[src/rtl/uart_tx_gen_if.sv]
`default_nettype none
// ============================================================================
// Module   : uart_tx_gen_if
// Brief    : Word handshake between the FIFO/register side and uart_tx_gen.
// Revision : 1.0 - initial release
// ============================================================================
interface uart_tx_gen_if #(
    parameter int DATA_WIDTH = 8
);
    logic [DATA_WIDTH-1:0] P_DATA;
    logic                  DATA_VALID;
    logic                  DATA_READY;

    modport master (
        output P_DATA,
        output DATA_VALID,
        input  DATA_READY
    );

    modport slave (
        input  P_DATA,
        input  DATA_VALID,
        output DATA_READY
    );
endinterface
`default_nettype wire

[src/rtl/uart_tx_gen.sv]
`default_nettype none
// ============================================================================
// Module   : uart_tx_gen
// Brief    : UART transmitter, start/data/parity/stop framing, programmable
//            bit period. UART_TX_HOLD_BUF_EN adds a one-word holding register.
// Revision : 1.0 - initial release
// ============================================================================
module uart_tx_gen #(
    parameter int DATA_WIDTH = 8,
    parameter int DIV_WIDTH  = 8
) (
    input  wire                  CLK,
    input  wire                  RST,
    uart_tx_gen_if.slave         tx_if,
    input  wire                  PAR_EN,
    input  wire                  PAR_TYP,
    input  wire                  STOP2,
    input  wire [DIV_WIDTH-1:0]  DIV,
    output logic                 TX_OUT,
    output logic                 busy
);
    localparam int BIT_W = (DATA_WIDTH > 1) ? $clog2(DATA_WIDTH) : 1;
    localparam logic [BIT_W-1:0] c_LAST_BIT = BIT_W'(DATA_WIDTH - 1);

    localparam logic [2:0] c_IDLE   = 3'd0;
    localparam logic [2:0] c_START  = 3'd1;
    localparam logic [2:0] c_DATA   = 3'd2;
    localparam logic [2:0] c_PARITY = 3'd3;
    localparam logic [2:0] c_STOP   = 3'd4;

    logic [2:0]            state_q,    state_d;
    logic [DATA_WIDTH-1:0] shift_q,    shift_d;
    logic                  par_bit_q,  par_bit_d;
    logic                  par_en_q,   par_en_d;
    logic                  stop2_q,    stop2_d;
    logic [DIV_WIDTH-1:0]  div_q,      div_d;
    logic [DIV_WIDTH-1:0]  cnt_q,      cnt_d;
    logic [BIT_W-1:0]      bit_q,      bit_d;
    logic                  stop_cnt_q, stop_cnt_d;
    logic                  tx_q,       tx_d;
    logic                  busy_q,     busy_d;
`ifdef UART_TX_HOLD_BUF_EN
    logic [DATA_WIDTH-1:0] hold_q,      hold_d;
    logic                  hold_full_q, hold_full_d;
    logic                  w_from_hold;
`endif

    logic                  w_xfer;
    logic                  w_tick;
    logic                  w_load;
    logic [DATA_WIDTH-1:0] w_load_word;

    assign w_xfer = tx_if.DATA_VALID & tx_if.DATA_READY;
    assign w_tick = (cnt_q == div_q);

    always_ff @(posedge CLK) begin
        if (RST) begin
            state_q    <= c_IDLE;
            shift_q    <= '0;
            par_bit_q  <= 1'b0;
            par_en_q   <= 1'b0;
            stop2_q    <= 1'b0;
            div_q      <= '0;
            cnt_q      <= '0;
            bit_q      <= '0;
            stop_cnt_q <= 1'b0;
            tx_q       <= 1'b1;
            busy_q     <= 1'b0;
`ifdef UART_TX_HOLD_BUF_EN
            hold_q      <= '0;
            hold_full_q <= 1'b0;
`endif
        end else begin
            state_q    <= state_d;
            shift_q    <= shift_d;
            par_bit_q  <= par_bit_d;
            par_en_q   <= par_en_d;
            stop2_q    <= stop2_d;
            div_q      <= div_d;
            cnt_q      <= cnt_d;
            bit_q      <= bit_d;
            stop_cnt_q <= stop_cnt_d;
            tx_q       <= tx_d;
            busy_q     <= busy_d;
`ifdef UART_TX_HOLD_BUF_EN
            hold_q      <= hold_d;
            hold_full_q <= hold_full_d;
`endif
        end
    end

    always_comb begin
        state_d     = state_q;
        shift_d     = shift_q;
        par_bit_d   = par_bit_q;
        par_en_d    = par_en_q;
        stop2_d     = stop2_q;
        div_d       = div_q;
        cnt_d       = cnt_q;
        bit_d       = bit_q;
        stop_cnt_d  = stop_cnt_q;
        w_load      = 1'b0;
        w_load_word = tx_if.P_DATA;
`ifdef UART_TX_HOLD_BUF_EN
        hold_d      = hold_q;
        hold_full_d = hold_full_q;
        w_from_hold = 1'b0;
`endif

        if (state_q != c_IDLE) begin
            cnt_d = w_tick ? '0 : cnt_q + DIV_WIDTH'(1);
        end

        case (state_q)
            c_IDLE: begin
                if (w_xfer) begin
                    w_load = 1'b1;
                end
            end
            c_START: begin
                if (w_tick) begin
                    state_d = c_DATA;
                    bit_d   = '0;
                end
            end
            c_DATA: begin
                if (w_tick) begin
                    shift_d = shift_q >> 1;
                    if (bit_q == c_LAST_BIT) begin
                        state_d    = par_en_q ? c_PARITY : c_STOP;
                        stop_cnt_d = 1'b0;
                    end else begin
                        bit_d = bit_q + BIT_W'(1);
                    end
                end
            end
            c_PARITY: begin
                if (w_tick) begin
                    state_d    = c_STOP;
                    stop_cnt_d = 1'b0;
                end
            end
            c_STOP: begin
                if (w_tick) begin
                    if (stop_cnt_q == stop2_q) begin
                        state_d = c_IDLE;
`ifdef UART_TX_HOLD_BUF_EN
                        // Chain straight into the next frame with no idle cycle
                        if (hold_full_q) begin
                            w_load      = 1'b1;
                            w_load_word = hold_q;
                            w_from_hold = 1'b1;
                        end else if (w_xfer) begin
                            w_load = 1'b1;
                        end
`endif
                    end else begin
                        stop_cnt_d = 1'b1;
                    end
                end
            end
            default: begin
                state_d = c_IDLE;
            end
        endcase

`ifdef UART_TX_HOLD_BUF_EN
        if (w_from_hold) begin
            hold_full_d = 1'b0;
        end else if (w_xfer && !w_load) begin
            hold_d      = tx_if.P_DATA;
            hold_full_d = 1'b1;
        end
`endif

        // Frame settings are captured here so mid-frame input changes are ignored
        if (w_load) begin
            state_d   = c_START;
            shift_d   = w_load_word;
            par_bit_d = (^w_load_word) ^ PAR_TYP;
            par_en_d  = PAR_EN;
            stop2_d   = STOP2;
            div_d     = DIV;
            cnt_d     = '0;
        end
    end

    always_comb begin
        tx_d = 1'b1;
        case (state_d)
            c_START:  tx_d = 1'b0;
            c_DATA:   tx_d = shift_d[0];
            c_PARITY: tx_d = par_bit_d;
            default:  tx_d = 1'b1;
        endcase
        busy_d = (state_d != c_IDLE);
`ifdef UART_TX_HOLD_BUF_EN
        tx_if.DATA_READY = ~hold_full_q;
`else
        tx_if.DATA_READY = (state_q == c_IDLE);
`endif
        TX_OUT = tx_q;
        busy   = busy_q;
    end
endmodule
`default_nettype wire

[src/flat_wrapper.sv]
// flat-port wrapper written by rule: the top's interface ports become plain ports
module uart_tx_gen_flat 
#(
    parameter int DATA_WIDTH = 8,
    parameter int DIV_WIDTH  = 8
)
  (CLK, RST, PAR_EN, PAR_TYP, STOP2, DIV, TX_OUT, busy, tx_if_P_DATA, tx_if_DATA_VALID, tx_if_DATA_READY);
  uart_tx_gen_if #(.DATA_WIDTH(DATA_WIDTH)) tx_if_i ();
  input  wire CLK;
  input  wire RST;
  input  wire PAR_EN;
  input  wire PAR_TYP;
  input  wire STOP2;
  input  wire [DIV_WIDTH-1:0] DIV;
  output logic TX_OUT;
  output logic busy;
  input wire logic [$bits(tx_if_i.P_DATA)-1:0] tx_if_P_DATA;
  input wire logic [$bits(tx_if_i.DATA_VALID)-1:0] tx_if_DATA_VALID;
  output wire logic [$bits(tx_if_i.DATA_READY)-1:0] tx_if_DATA_READY;
  assign tx_if_i.P_DATA = tx_if_P_DATA;
  assign tx_if_i.DATA_VALID = tx_if_DATA_VALID;
  assign tx_if_DATA_READY = tx_if_i.DATA_READY;
  uart_tx_gen #(.DATA_WIDTH(DATA_WIDTH), .DIV_WIDTH(DIV_WIDTH)) u_core (.CLK(CLK), .RST(RST), .tx_if(tx_if_i), .PAR_EN(PAR_EN), .PAR_TYP(PAR_TYP), .STOP2(STOP2), .DIV(DIV), .TX_OUT(TX_OUT), .busy(busy));
endmodule
[config.mk]
export PLATFORM = sky130hd
export DESIGN_NAME = uart_tx_gen_flat
export DESIGN_NICKNAME = d
export VERILOG_FILES = /design/src/rtl/uart_tx_gen_if.sv /design/src/rtl/uart_tx_gen.sv /design/src/flat_wrapper.sv
export SDC_FILE = /design/constraint.sdc
export NUM_CORES = 1
export LEC_CHECK = 0
export CELL_PAD_IN_SITES_DETAIL_PLACEMENT = 0
export CELL_PAD_IN_SITES_GLOBAL_PLACEMENT = 1
export CORE_ASPECT_RATIO = 1.75
export CORE_MARGIN = 5
export CORE_UTILIZATION = 40
export DETAILED_ROUTE_END_ITERATION = 8
export PLACE_DENSITY = 0.74
export REMOVE_ABC_BUFFERS = 1
export SLEW_MARGIN = 20
export SYNTH_ARGS = -nofsm -noshare
export SYNTH_HDL_FRONTEND = slang
export SYNTH_SLANG_ARGS = --single-unit
[constraint.sdc]
create_clock -name CLK -period 4.5 [get_ports CLK]
set_clock_uncertainty 0.05 [all_clocks]
set_input_delay 0.45 -clock CLK [delete_from_list [all_inputs] [get_ports CLK]]
set_output_delay 0.45 -clock CLK [all_outputs]
set_load 0.1 [all_outputs]
* Word-level counts from Yosys, hierarchy flattened
Cells that the tools add are included.
** Cells by class
- Add/subtract/negate cells :: 2
- Eq/ne operators :: 17
- Mux-type cells :: 27
- Bitwise logic cells :: 2
- Reduce and logical (&&, ||, !) cells :: 12
** Operators with widths (number)
- $mux 3 :: 11
- $mux 8 :: 4
- $pmux 3 s5 :: 1
- $eq 3x2->1 const B :: 4
- $ne 2x1->1 const B :: 5
- $reduce_bool 3->1 :: 3
- $add 8x1->8 const B :: 1
- $eq 8x8->1 :: 1
- $mux 1 :: 8
- $reduce_xor 8->1 :: 1
- $eq 3x1->1 const B :: 2
- $eq 3x3->1 const B :: 2
- $pmux 1 s3 :: 2
- $pmux 3 s2 :: 1
- $reduce_and 6->1 :: 1
- $reduce_bool 2->1 :: 3
- $ne 2x2->1 const B :: 2
- $reduce_and 4->1 :: 1
- $add 3x1->3 const B :: 1
- $logic_not 3->1 :: 1
- $reduce_and 2->1 :: 1
- $reduce_or 2->1 :: 1
- $and 1x1->1 :: 1
- $eq 1x1->1 :: 1
- $xor 1x1->1 :: 1
** Storage, ports and cells
- Bits in registers :: 36
- Bits of input ports :: 22
- Output and inout port bits :: 3
- Logic and storage cells :: 72

* Longest topological paths before layout
Gate-level depths: netlist of the first run.
- Word-level depth :: 7
- Depth in mapped cells :: 8
- Gate-level depth less buffers :: 8

* Worst setup path after synthesis of the first run
OpenSTA, ideal clock, no wires.
- Path type :: register to register
- Start point :: register u_core.state_q[1]
- End point :: register u_core.tx_q, in the netlist u_core.TX_OUT
- Setup time :: 134 ps
- Data arrival time :: 1833 ps
- Required time :: 4316 ps
- Setup slack :: 2483 ps
- Stages on the path, launching flop included :: 8
- Path buffers :: 1
- Period minus slack after synthesis :: 2017 ps
- Cells stage by stage :: dfxtp_1 > or3_1 > buf_2 > inv_2 > nand2_1 > o311a_1 > o21ai_1 > o311ai_2
** Between the ends
- Cells in the longest elaborated chain, start to end :: 7
- Elaborated cells between the ends (all ways) :: 23
- Those cells by class :: eq/ne: 7; mux: 14; bitwise: 1; reduce/logical: 1
** RTL lines
- start, declared :: RTL line uart_tx_gen.sv:31 : logic [2:0] state_q, state_d;
- start signal, assigned :: RTL line uart_tx_gen.sv:58 : state_q <= c_IDLE;
- start signal, assigned :: RTL line uart_tx_gen.sv:74 : state_q <= state_d;
- $logic_not 3->1 * :: RTL line uart_tx_gen.sv:200 : tx_if.DATA_READY = (state_q == c_IDLE);
- net tx_if_DATA_READY :: RTL line flat_wrapper.sv:19 : output wire logic [$bits(tx_if_i.DATA_READY)-1:0] tx_if_DATA_READY;
- $and 1x1->1 :: RTL line uart_tx_gen.sv:53 : assign w_xfer = tx_if.DATA_VALID & tx_if.DATA_READY;
- $mux 1 :: RTL line uart_tx_gen.sv:116 : if (w_xfer) begin
- $mux 1 :: RTL line uart_tx_gen.sv:114 : case (state_q)
- $mux 3 :: RTL line uart_tx_gen.sv:177 : if (w_load) begin
- $eq 3x2->1 or $eq 3x1->1 (tied branches) :: RTL line uart_tx_gen.sv:190 : case (state_d)
- $pmux 1 s3 * :: RTL line uart_tx_gen.sv:190
- end signal, assigned :: RTL line uart_tx_gen.sv:83 : tx_q <= tx_d;
- end, declared :: RTL line uart_tx_gen.sv:40 : logic tx_q, tx_d;
The timed path passes the listed nets; every way through them passes the cells marked *. The select of a mux whose other input is x is not followed.
A chain may end at the register's enable or synchronous reset.

* Final worst setup path of the first run
- Start point :: register u_core.state_q[2]
- End point :: output tx_if_DATA_READY
** Between the ends
- Cells in the longest elaborated chain, start to end :: 1
** RTL lines (RTL line)
- $logic_not 3->1 :: uart_tx_gen.sv:200
- end, declared :: flat_wrapper.sv:19
No other way between the ends.

==> impl_metrics.json, run 1 <==
{
  "power.net_switching_uw": 288.7,
  "syn_inst": 202,
  "critPathMaxStageDelay_ns": 1.15,
  "num_antenna_cells": 0,
  "antenna_found_initial": 0,
  "r2r_setup_slack_ns": 2.00,
  "p_sw_share_pct": 34.21,
  "holdBufCountCts": 0,
  "grt_usage_pct": 14.27,
  "drtIter0Drc": 16,
  "synthSimpleGateAreaFrac_pct": 22.40,
  "synth_edf_count": 0,
  "worstPathArrival_ns": 2.55,
  "final_layout_size_suffix_gt1_share_pct": 7.522,
  "ys_ff_latch": 36,
  "status": "completed",
  "io_buffers": 24,
  "criticalPathCategory": "reg2out",
  "slowest_stage": "clkdlybuf4s50_1",
  "min-delay-start": "u_core.stop2_q$_SDFFE_PP0P_",
  "rsz0062_at_grt": "false",
  "gp_congestion": 0.7310,
  "hold_path.class": "reg2reg",
  "avgSynthCellArea_um2": 8.740,
  "clk-insertion-delay-late_ns": 0.29,
  "syn_area_mm2": 0.001765,
  "finalCritPeriodShare_pct": 67.72,
  "synth_top_family_by_area": "simple AND/OR/NAND/NOR gates",
  "hpwlAfterDp_um": 2940,
  "cp_cell_sequence": "or3_1, inv_2, clkdlybuf4s50_1",
  "cts_buffers": 5,
  "drt-pass1-iter-count": 4,
  "boundaryPins": 25,
  "r2r_cells": 5,
  "fin_crit_ns": 3.048,
  "cp-end-kind": "output port",
  "cts_resized": 0,
  "place_area_mm2": 0.002031,
  "ir_drop_uv": 246.7,
  "route.detailed.drc": 0,
  "yosysWarnings": 0,
  "clk_pin_slew_ns": 0.08,
  "chipHeight_um": 97.89,
  "synth.area.mux_share_pct": 3.969,
  "internal_power_uw": 555.1,
  "num_vias": 1445,
  "relSlewSlack_pct": 33.72,
  "hold-path-cell-count": 2,
  "fmax_mhz": 328.1,
  "rows": 32,
  "post_cts_buffers": 0,
  "pwr-share-comb_pct": 28.0,
  "worst_slew_pin_slew_ns": 0.9911,
  "power_density_mw_per_mm2": 397.4,
  "r2r-start": "u_core.state_q[2]$_SDFF_PP0_",
  "grt_pass1_wl_um": 6320,
  "die_area_mm2": 0.005895,
  "p_leak_uw": 0.0007419,
  "grt_max_degree": 29,
  "start_util_pct": 40.45,
  "slew_violations": 0,
  "synthToLayoutAreaGrowth_pct": 20.27,
  "postRouteAntennaNets": 0,
  "clkPwrFrac_pct": 28.5,
  "whs_endpoint": "u_core.stop2_q$_SDFFE_PP0P_",
  "die_w_um": 60.22,
  "htreeDepth": 2,
  "finalSetupViolations": 0,
  "core_area_mm2": 0.004364,
  "wl_per_cell_um": 13.72,
  "drt_wl_total_um": 3800,
  "synthArstFlopShare_pct": 0,
  "cp.required_ns": 4.00,
  "synth_compound_area_share_pct": 14.03,
  "synth_fa_ha_area_share_pct": 2.126,
  "grt_overflow": 0,
  "cts_root_buf": "clkbuf_8",
  "vias_per_cell": 5.217,
  "yosysSeqAreaShare_pct": 40.82,
  "design_area_mm2": 0.002123,
  "clock_path_buffers": 2,
  "crit_path_max_fanout": 11,
  "r2r_end": "u_core.cnt_q[0]$_SDFFE_PP0N_",
  "final_nets": 250,
  "final-hold-violation-count": 0,
  "critPathLaunchType": "flip-flop",
  "cts_sinks": 36,
  "synth_ff_type": "dfxtp_1",
  "fin_util_pct": 48.65,
  "synth_xor_area_share_pct": 12.76,
  "tns_ns": 0,
  "pwr-share-seq_pct": 43.5,
  "synth.distinct_cells": 41,
  "cts_tree": "yes",
  "grt_pass1_vias": 1496,
  "maxCapViolCount": 0
}
==> synth_stat cells (2+ instances only) <==
library cell | number | share of area, %
ha_1 | 3 | 2.1
a22oi_1 | 2 | 0.85
buf_2 | 4 | 1.1
xnor2_1 | 17 | 8.4
clkbuf_1 | 3 | 0.64
o21ai_0 | 3 | 0.85
o211ai_1 | 2 | 0.85
a21oi_1 | 16 | 4.5
mux2i_1 | 7 | 4.0
xor2_1 | 5 | 2.5
or3_1 | 2 | 0.71
a211oi_1 | 7 | 3.0
and3_1 | 2 | 0.71
and4_1 | 3 | 1.5
xnor2_2 | 2 | 1.8
nand3_1 | 3 | 0.85
a31oi_1 | 2 | 0.71
nand2_1 | 28 | 6.0
nand2b_1 | 4 | 1.4
dfxtp_1 | 36 | 41
inv_1 | 5 | 1.1
nor2_1 | 27 | 5.7
==> area by class of cell <==
cell class | instances | area [µm²]
clock inverter | 2 | 10.01
sequential | 36 | 720.7
timing repair buffer | 25 | 247.7
clock buffer | 6 | 82.58
multi-input combinational | 151 | 975.9
inverter | 6 | 22.52
fill | 431 | 2241
tap | 51 | 63.81
==> stage by stage <==
step                power (µW)  hold slack, ns  worst slack (ns)  cells
floorplan                540.4          0.3918             2.077    193
global placement         607.8          0.4126             1.795    269
detailed placement       613.8          0.4143             1.767    269
CTS                      854.1          0.4250             1.446    277
global route             891.0          0.4447             1.387    277
finish                   843.8          0.4211             1.452    277
==> worst max-delay path by stage <==
| stage | start | endpoint | cells past startpoint |
|---|---|---|---|
| 3_3_place_gp | u_core.state_q[2]$_SDFF_PP0_ | tx_if_DATA_READY | 3 |
| 4_1_cts | u_core.state_q[2]$_SDFF_PP0_ | tx_if_DATA_READY | 3 |
| 6_report | u_core.state_q[2]$_SDFF_PP0_ | tx_if_DATA_READY | 3 |
| 2_1_floorplan | u_core.state_q[2]$_SDFF_PP0_ | u_core.cnt_q[0]$_SDFFE_PP0N_ | 5 |
| 3_5_place_dp | u_core.state_q[2]$_SDFF_PP0_ | tx_if_DATA_READY | 3 |
| 5_1_grt | u_core.state_q[2]$_SDFF_PP0_ | tx_if_DATA_READY | 3 |
==> critical path: cells and delay by family, from the launching register on <==
| kind | cells | cell delay, ns |
|---|---|---|
| simple gates | 1 | 0.54 |
| buf+inv | 2 | 1.28 |
| flops | 1 | 0.43 |
==> metal layers <==
layer | up-vias | global-route usage [%] | share of wire (%)
li1 | 737 | - | -
met1 | 678 | 13.60 | 38
met2 | 22 | 26.67 | 56
met3 | 8 | 3.439 | 3.0
met4 | 0 | 6.826 | 2.4
met5 | - | 0 | 0
==> power groups by stage <==
stage          Sequential (µW)  Combinational (µW)  Clock (µW)
5_1_grt                    371                 256         264
3_5_place_dp               375                 238           0
2_1_floorplan              396                 145           0
4_1_cts                    368                 239         247
3_3_place_gp               373                 235           0
6_report                   367                 236         241
==> placed cells by master (no fill, tap or decap), types with 4 or more instances in the layout <==
cell type         n
a211oi_1          7
a21oi_1          16
clkbuf_8          6
clkdlybuf4s50_1  24
dfxtp_1          36
inv_1             5
mux2i_1           7
nand2_1          28
nand2b_1          4
nor2_1           27
xnor2_1          17
xor2_1            5
==> registers in the layout, summed over array words and instances (netlist names) <==
name / cells
u_core.stop_cnt_q: 1
u_core.cnt_q: 8
u_core.par_en_q: 1
u_core.shift_q: 8
u_core.state_q: 3
u_core.busy: 1
u_core.stop2_q: 1
u_core.TX_OUT: 1
u_core.par_bit_q: 1
u_core.div_q: 8
u_core.bit_q: 3
==> cell families (layout without fill, tap and decap cells) <==
kind of cell / count (synthesis) / count (layout)
compound gates: 38 / 38
xor+xnor: 24 / 24
fa+ha+maj: 3 / 3
buf+inv: 15 / 39
flops: 36 / 36
mux: 7 / 7
simple gates: 79 / 79
Note: power is estimated with default switching activity, not from simulation.
==> inputs of run 2 (changes only) <==
Clock period 4.5 ns to 3.1 ns, I/O delays scaled along.
==> run 2 against run 1 <==
Against the previous run: first-iteration DRC count up 110%; non-clock buffer count is 3 higher; via count increased by 1.9%; combinational power increased by 50%; sequential power increased by 45%; core utilization is 1.2 points higher; sequential share of layout area is 0.84 points lower; critical path depth up 2; worst hold slack gained 0.0019 ns; flip-flop and latch count did not move; design area up 2.5%; clock-buffer cell count rose by 1; critical path type is now reg2reg; critical endpoint is now u_core.cnt_q[2]$_SDFFE_PP0N_.
==> impl_metrics.json, run 2 (synthesis gave the netlist of run 1 again) <==
{
  "grt_overflow": 0,
  "relSlewSlack_pct": 34.51,
  "worst_slew_pin_slew_ns": 0.9793,
  "final-hold-violation-count": 0,
  "gp_congestion": 0.7950,
  "regArea_um2": 720.7,
  "antenna_found_initial": 0,
  "drt-pass1-iter-count": 4,
  "drtIter0Drc": 33,
  "cts_root_buf": "clkbuf_8",
  "critPathLaunchType": "flip-flop",
  "io_buffers": 24,
  "internal_power_uw": 916.5,
  "clk-insertion-delay-late_ns": 0.28,
  "cp_cell_sequence": "or3_1, inv_2, nand2_1, o211ai_1, nor2_1",
  "final_layout_size_suffix_gt1_share_pct": 9.170,
  "die_area_mm2": 0.005895,
  "finalSetupViolations": 0,
  "crit_path_max_fanout": 13,
  "num_antenna_cells": 0,
  "chipHeight_um": 97.89,
  "grt_max_degree": 29,
  "core_area_mm2": 0.004364,
  "rsz0062_at_grt": "false",
  "clk_pin_slew_ns": 0.07,
  "hpwlAfterDp_um": 3153,
  "fmax_mhz": 453.0,
  "clock_path_buffers": 2,
  "grt_usage_pct": 14.96,
  "rows": 32,
  "finalCritPeriodShare_pct": 71.21,
  "cts_buffers": 5,
  "ir_drop_uv": 457.9,
  "slowest_stage": "or3_1",
  "largestRegisters": "u_core.cnt_q: 8 flops, u_core.div_q: 8 flops, u_core.shift_q: 8 flops",
  "p_sw_share_pct": 31.22,
  "maxCapViolCount": 0,
  "boundaryPins": 25,
  "post_cts_buffers": 0,
  "multiInputGateArea_um2": 975.9,
  "grt_pass1_vias": 1508,
  "power_density_mw_per_mm2": 612.0,
  "num-fill-cells": 442,
  "place_inst": 272,
  "design_area_mm2": 0.002177,
  "cp-end-kind": "flip-flop",
  "cts_tree": "yes",
  "layout_common_cells": "dfxtp_1 (36), nand2_1 (28), nor2_1 (27)",
  "worstPathArrival_ns": 2.31,
  "fin_crit_ns": 2.208,
  "cts_sinks": 36,
  "die_w_um": 60.22,
  "cp.required_ns": 3.20,
  "clkPwrFrac_pct": 33.5,
  "place_area_mm2": 0.002051,
  "pwr-share-seq_pct": 40.0,
  "slew_violations": 0,
  "grt_pass1_wl_um": 6651,
  "criticalPathCategory": "reg2reg",
  "num_vias": 1473,
  "synthToLayoutAreaGrowth_pct": 23.32,
  "cts_resized": 0,
  "pwr-share-comb_pct": 26.5,
  "status": "completed",
  "hold_path.class": "reg2reg",
  "route.detailed.drc": 0,
  "holdBufCountCts": 0,
  "htreeDepth": 2,
  "start_util_pct": 40.45,
  "wl_per_cell_um": 14.25,
  "vias_per_cell": 5.261,
  "final_common_cell": "dfxtp_1",
  "tns_ns": 0,
  "power.net_switching_uw": 416.0,
  "fin_cells": 280,
  "p_leak_uw": 0.0007709,
  "postRouteAntennaNets": 0,
  "critPathMaxStageDelay_ns": 0.55,
  "final_nets": 253,
  "drt_wl_total_um": 3991
}
run 2: cell types whose count changed in the layout (fill, tap and decap cells not counted):
cell	change
bufinv_16	+1
buf_4	+4
clkinv_2	-2
clkdlybuf4s50_1	-1
clkbuf_8	+1
run 2: per-stage QoR:
| stage | utilization, % | hold WS [ns] | worst slack (ns) | total power [µW] |
|---|---|---|---|---|
| floorplan | - | 0.3291 | 0.6769 | 784.4 |
| global placement | 46.99 | 0.4109 | 0.9402 | 892.8 |
| detailed placement | 46.99 | 0.4200 | 0.9135 | 899.3 |
| CTS | 49.89 | 0.4300 | 0.8946 | 1351 |
| global route | 49.89 | 0.4452 | 0.7239 | 1402 |
| finish | 49.89 | 0.4230 | 0.8924 | 1332 |
run 2: worst max-delay path, delay by kind of cell, from the launching register on:
kind	cells	cell delay (ns)
buf+inv	1	0.15
flops	1	0.44
compound gates	1	0.44
simple gates	3	0.97
run 2: cell type report:
cell class	count	share of cell area, %
clock buffers	7	4.425
multi-input cells	151	44.83
flip-flops and latches	36	33.10
clock inverters	1	1.379
well taps	51	2.931
inverters	6	1.034
repair buffers	28	12.30
run 2: metal layers:
layer	vias to the layer above	routed length (µm)	share of wire, %	track usage, %
met2	27	2278	57	27.58
li1	749	-	-	-
met5	-	0	0	0
met4	0	106	2.7	7.167
met1	690	1480	37	14.71
met3	7	127	3.2	3.439
run 2: path summary, 6_finish.rpt:
path | startpoint | slack [ns] | depth (start not counted) | endpoint
max reg2reg | u_core.state_q[2]$_SDFF_PP0_ | 0.89 | 5 | u_core.cnt_q[2]$_SDFFE_PP0N_
min reg2reg | u_core.div_q[1]$_SDFFE_PP0P_ | 0.42 | 2 | u_core.div_q[1]$_SDFFE_PP0P_
max | u_core.state_q[2]$_SDFF_PP0_ | 0.89 | 5 | u_core.cnt_q[2]$_SDFFE_PP0N_
min | u_core.div_q[1]$_SDFFE_PP0P_ | 0.42 | 2 | u_core.div_q[1]$_SDFFE_PP0P_
run 2: power by group through the flow:
stage | clock network, µW | logic (µW) | registers [µW]
after floorplan | 0 | 210 | 574
after global placement | 0 | 349 | 544
after detailed placement | 0 | 355 | 544
after CTS | 461 | 356 | 533
after global routing | 481 | 382 | 539
final | 446 | 353 | 533
==> inputs of run 3 (changes only) <==
Clock period 3.1 ns to 2.08 ns, I/O delays scaled along.
==> run 3 against run 2 <==
Against the previous run: global-route usage is 0.31 points lower; core utilization shrank 0.17 points; sequential share of layout area up 0.11 points; flip-flop and latch count is the same; worst setup slack lost 0.74 ns; non-clock buffer count rose by 2; critical path depth grew 2; critical path type unchanged.
==> impl_metrics.json, run 3 (synthesis gave the netlist of run 1 again) <==
{
  "largestRegisters": "u_core.cnt_q: 8 flops, u_core.div_q: 8 flops, u_core.shift_q: 8 flops",
  "final_nets": 255,
  "grt_usage_pct": 14.65,
  "drt_wl_total_um": 3839,
  "worstPathArrival_ns": 2.04,
  "grt_overflow": 0,
  "final_layout_size_suffix_gt1_share_pct": 10.43,
  "synthToLayoutAreaGrowth_pct": 22.89,
  "vias_per_cell": 5.096,
  "postRouteAntennaNets": 0,
  "io_buffers": 24,
  "cts_buffers": 5,
  "hold_path.class": "in2reg",
  "power_uw": 1864,
  "status": "completed",
  "drtIter0Drc": 14,
  "grt_pass1_wl_um": 6486,
  "chipHeight_um": 97.89,
  "route.detailed.drc": 0,
  "ir_drop_uv": 450.4,
  "cp.required_ns": 2.19,
  "maxCapViolCount": 0,
  "finalSetupViolations": 0,
  "cp-end-kind": "flip-flop",
  "worst_slew_pin_slew_ns": 0.3379,
  "rsz0062_at_grt": "false",
  "final-hold-violation-count": 0,
  "num_antenna_cells": 0,
  "cts_sinks": 36,
  "fin_cells": 281,
  "wl_per_cell_um": 13.66,
  "grt_max_degree": 28,
  "cts_resized": 0,
  "slew_violations": 0,
  "clk-insertion-delay-late_ns": 0.29,
  "timing.hold.ws_ns": 0.4115,
  "htreeDepth": 2,
  "boundaryPins": 25,
  "cts_root_buf": "clkbuf_8",
  "crit_path_max_fanout": 4,
  "power_density_mw_per_mm2": 859.2,
  "clk_pin_slew_ns": 0.07,
  "cp_cell_sequence": "ha_1, ha_1, a21oi_1, nor4b_1, or3_1, o21ai_1, o311ai_2",
  "fin_crit_ns": 1.930,
  "criticalPathCategory": "reg2reg",
  "core_area_mm2": 0.004364,
  "antenna_found_initial": 0,
  "critPathLaunchType": "flip-flop",
  "critPathMaxStageDelay_ns": 0.39,
  "fin_util_pct": 49.71,
  "cts_tree": "yes",
  "drt-pass1-iter-count": 4,
  "rows": 32,
  "hpwlAfterDp_um": 3016,
  "layout_common_cells": "dfxtp_1 (36), nand2_1 (28), nor2_1 (27)",
  "finalCritPeriodShare_pct": 92.78,
  "place_inst": 273,
  "die_area_mm2": 0.005895,
  "clock_path_buffers": 2,
  "die_w_um": 60.22,
  "num_vias": 1432,
  "fmax_mhz": 518.2,
  "relSlewSlack_pct": 77.29,
  "slowest_stage": "or3_1",
  "cpMostUsedCell": "ha_1",
  "grt_pass1_vias": 1453,
  "tns_ns": 0,
  "start_util_pct": 40.45,
  "p_leak_uw": 0.0007739,
  "gp_congestion": 0.7861,
  "final_common_cell": "dfxtp_1"
}
-- run 3: metrics by stage --
step	setup slack, ns	area [µm²]
after global routing	0.02505	2170
after global placement	0.1735	2066
final	0.1503	2170
after floorplan	-0.3431	1719
after detailed placement	0.1201	2066
after CTS	0.09705	2162
-- run 3: path summary, 6_finish.rpt --
check | startpoint | endpoint | slack, ns | depth (start not counted)
worst max-delay path | u_core.bit_q[0]$_SDFFE_PP0P_ | u_core.TX_OUT$_SDFF_PP1_ | 0.15 | 7
worst min-delay path | DIV[2] | u_core.div_q[2]$_SDFFE_PP0P_ | 0.41 | 3
worst max register to register | u_core.bit_q[0]$_SDFFE_PP0P_ | u_core.TX_OUT$_SDFF_PP1_ | 0.15 | 7
worst min register to register | u_core.div_q[1]$_SDFFE_PP0P_ | u_core.div_q[1]$_SDFFE_PP0P_ | 0.42 | 2
-- run 3: final cells by class --
cell class / instances / area [µm²]
sequential: 36 / 720.7
clock buffer: 7 / 96.34
inverter: 6 / 22.52
fill: 445 / 2195
multi-input combinational: 151 / 975.9
tap: 51 / 63.81
timing repair buffer: 30 / 290.3
-- run 3: power breakdown --
group,switching (µW),internal (µW),total [µW]
Sequential,43.2,750,793
Combinational,329,207,536
Clock,241,295,536
-- run 3: timing repair --
action,in CTS,in global routing
hold buffers,0,0
setup buffers,0,1
setup endpoints to repair,0,8
-- run 3: critical path: cells and delay by family, from the launching register on --
family / cells / cell delay, ns
AND/OR/NAND/NOR: 2 / 0.47
adder cells (fa/ha/maj): 2 / 0.42
flip-flops: 1 / 0.33
AO/OA/AOI/OAI: 3 / 0.53
-- run 3: routing by layer --
layer | vias to the layer above | track usage, % | part of all wire [%]
met3 | 7 | 3.307 | 3.4
met5 | - | 0 | 0
met2 | 20 | 26.25 | 55
met4 | 0 | 7.167 | 2.3
met1 | 655 | 15.13 | 39
li1 | 750 | - | -
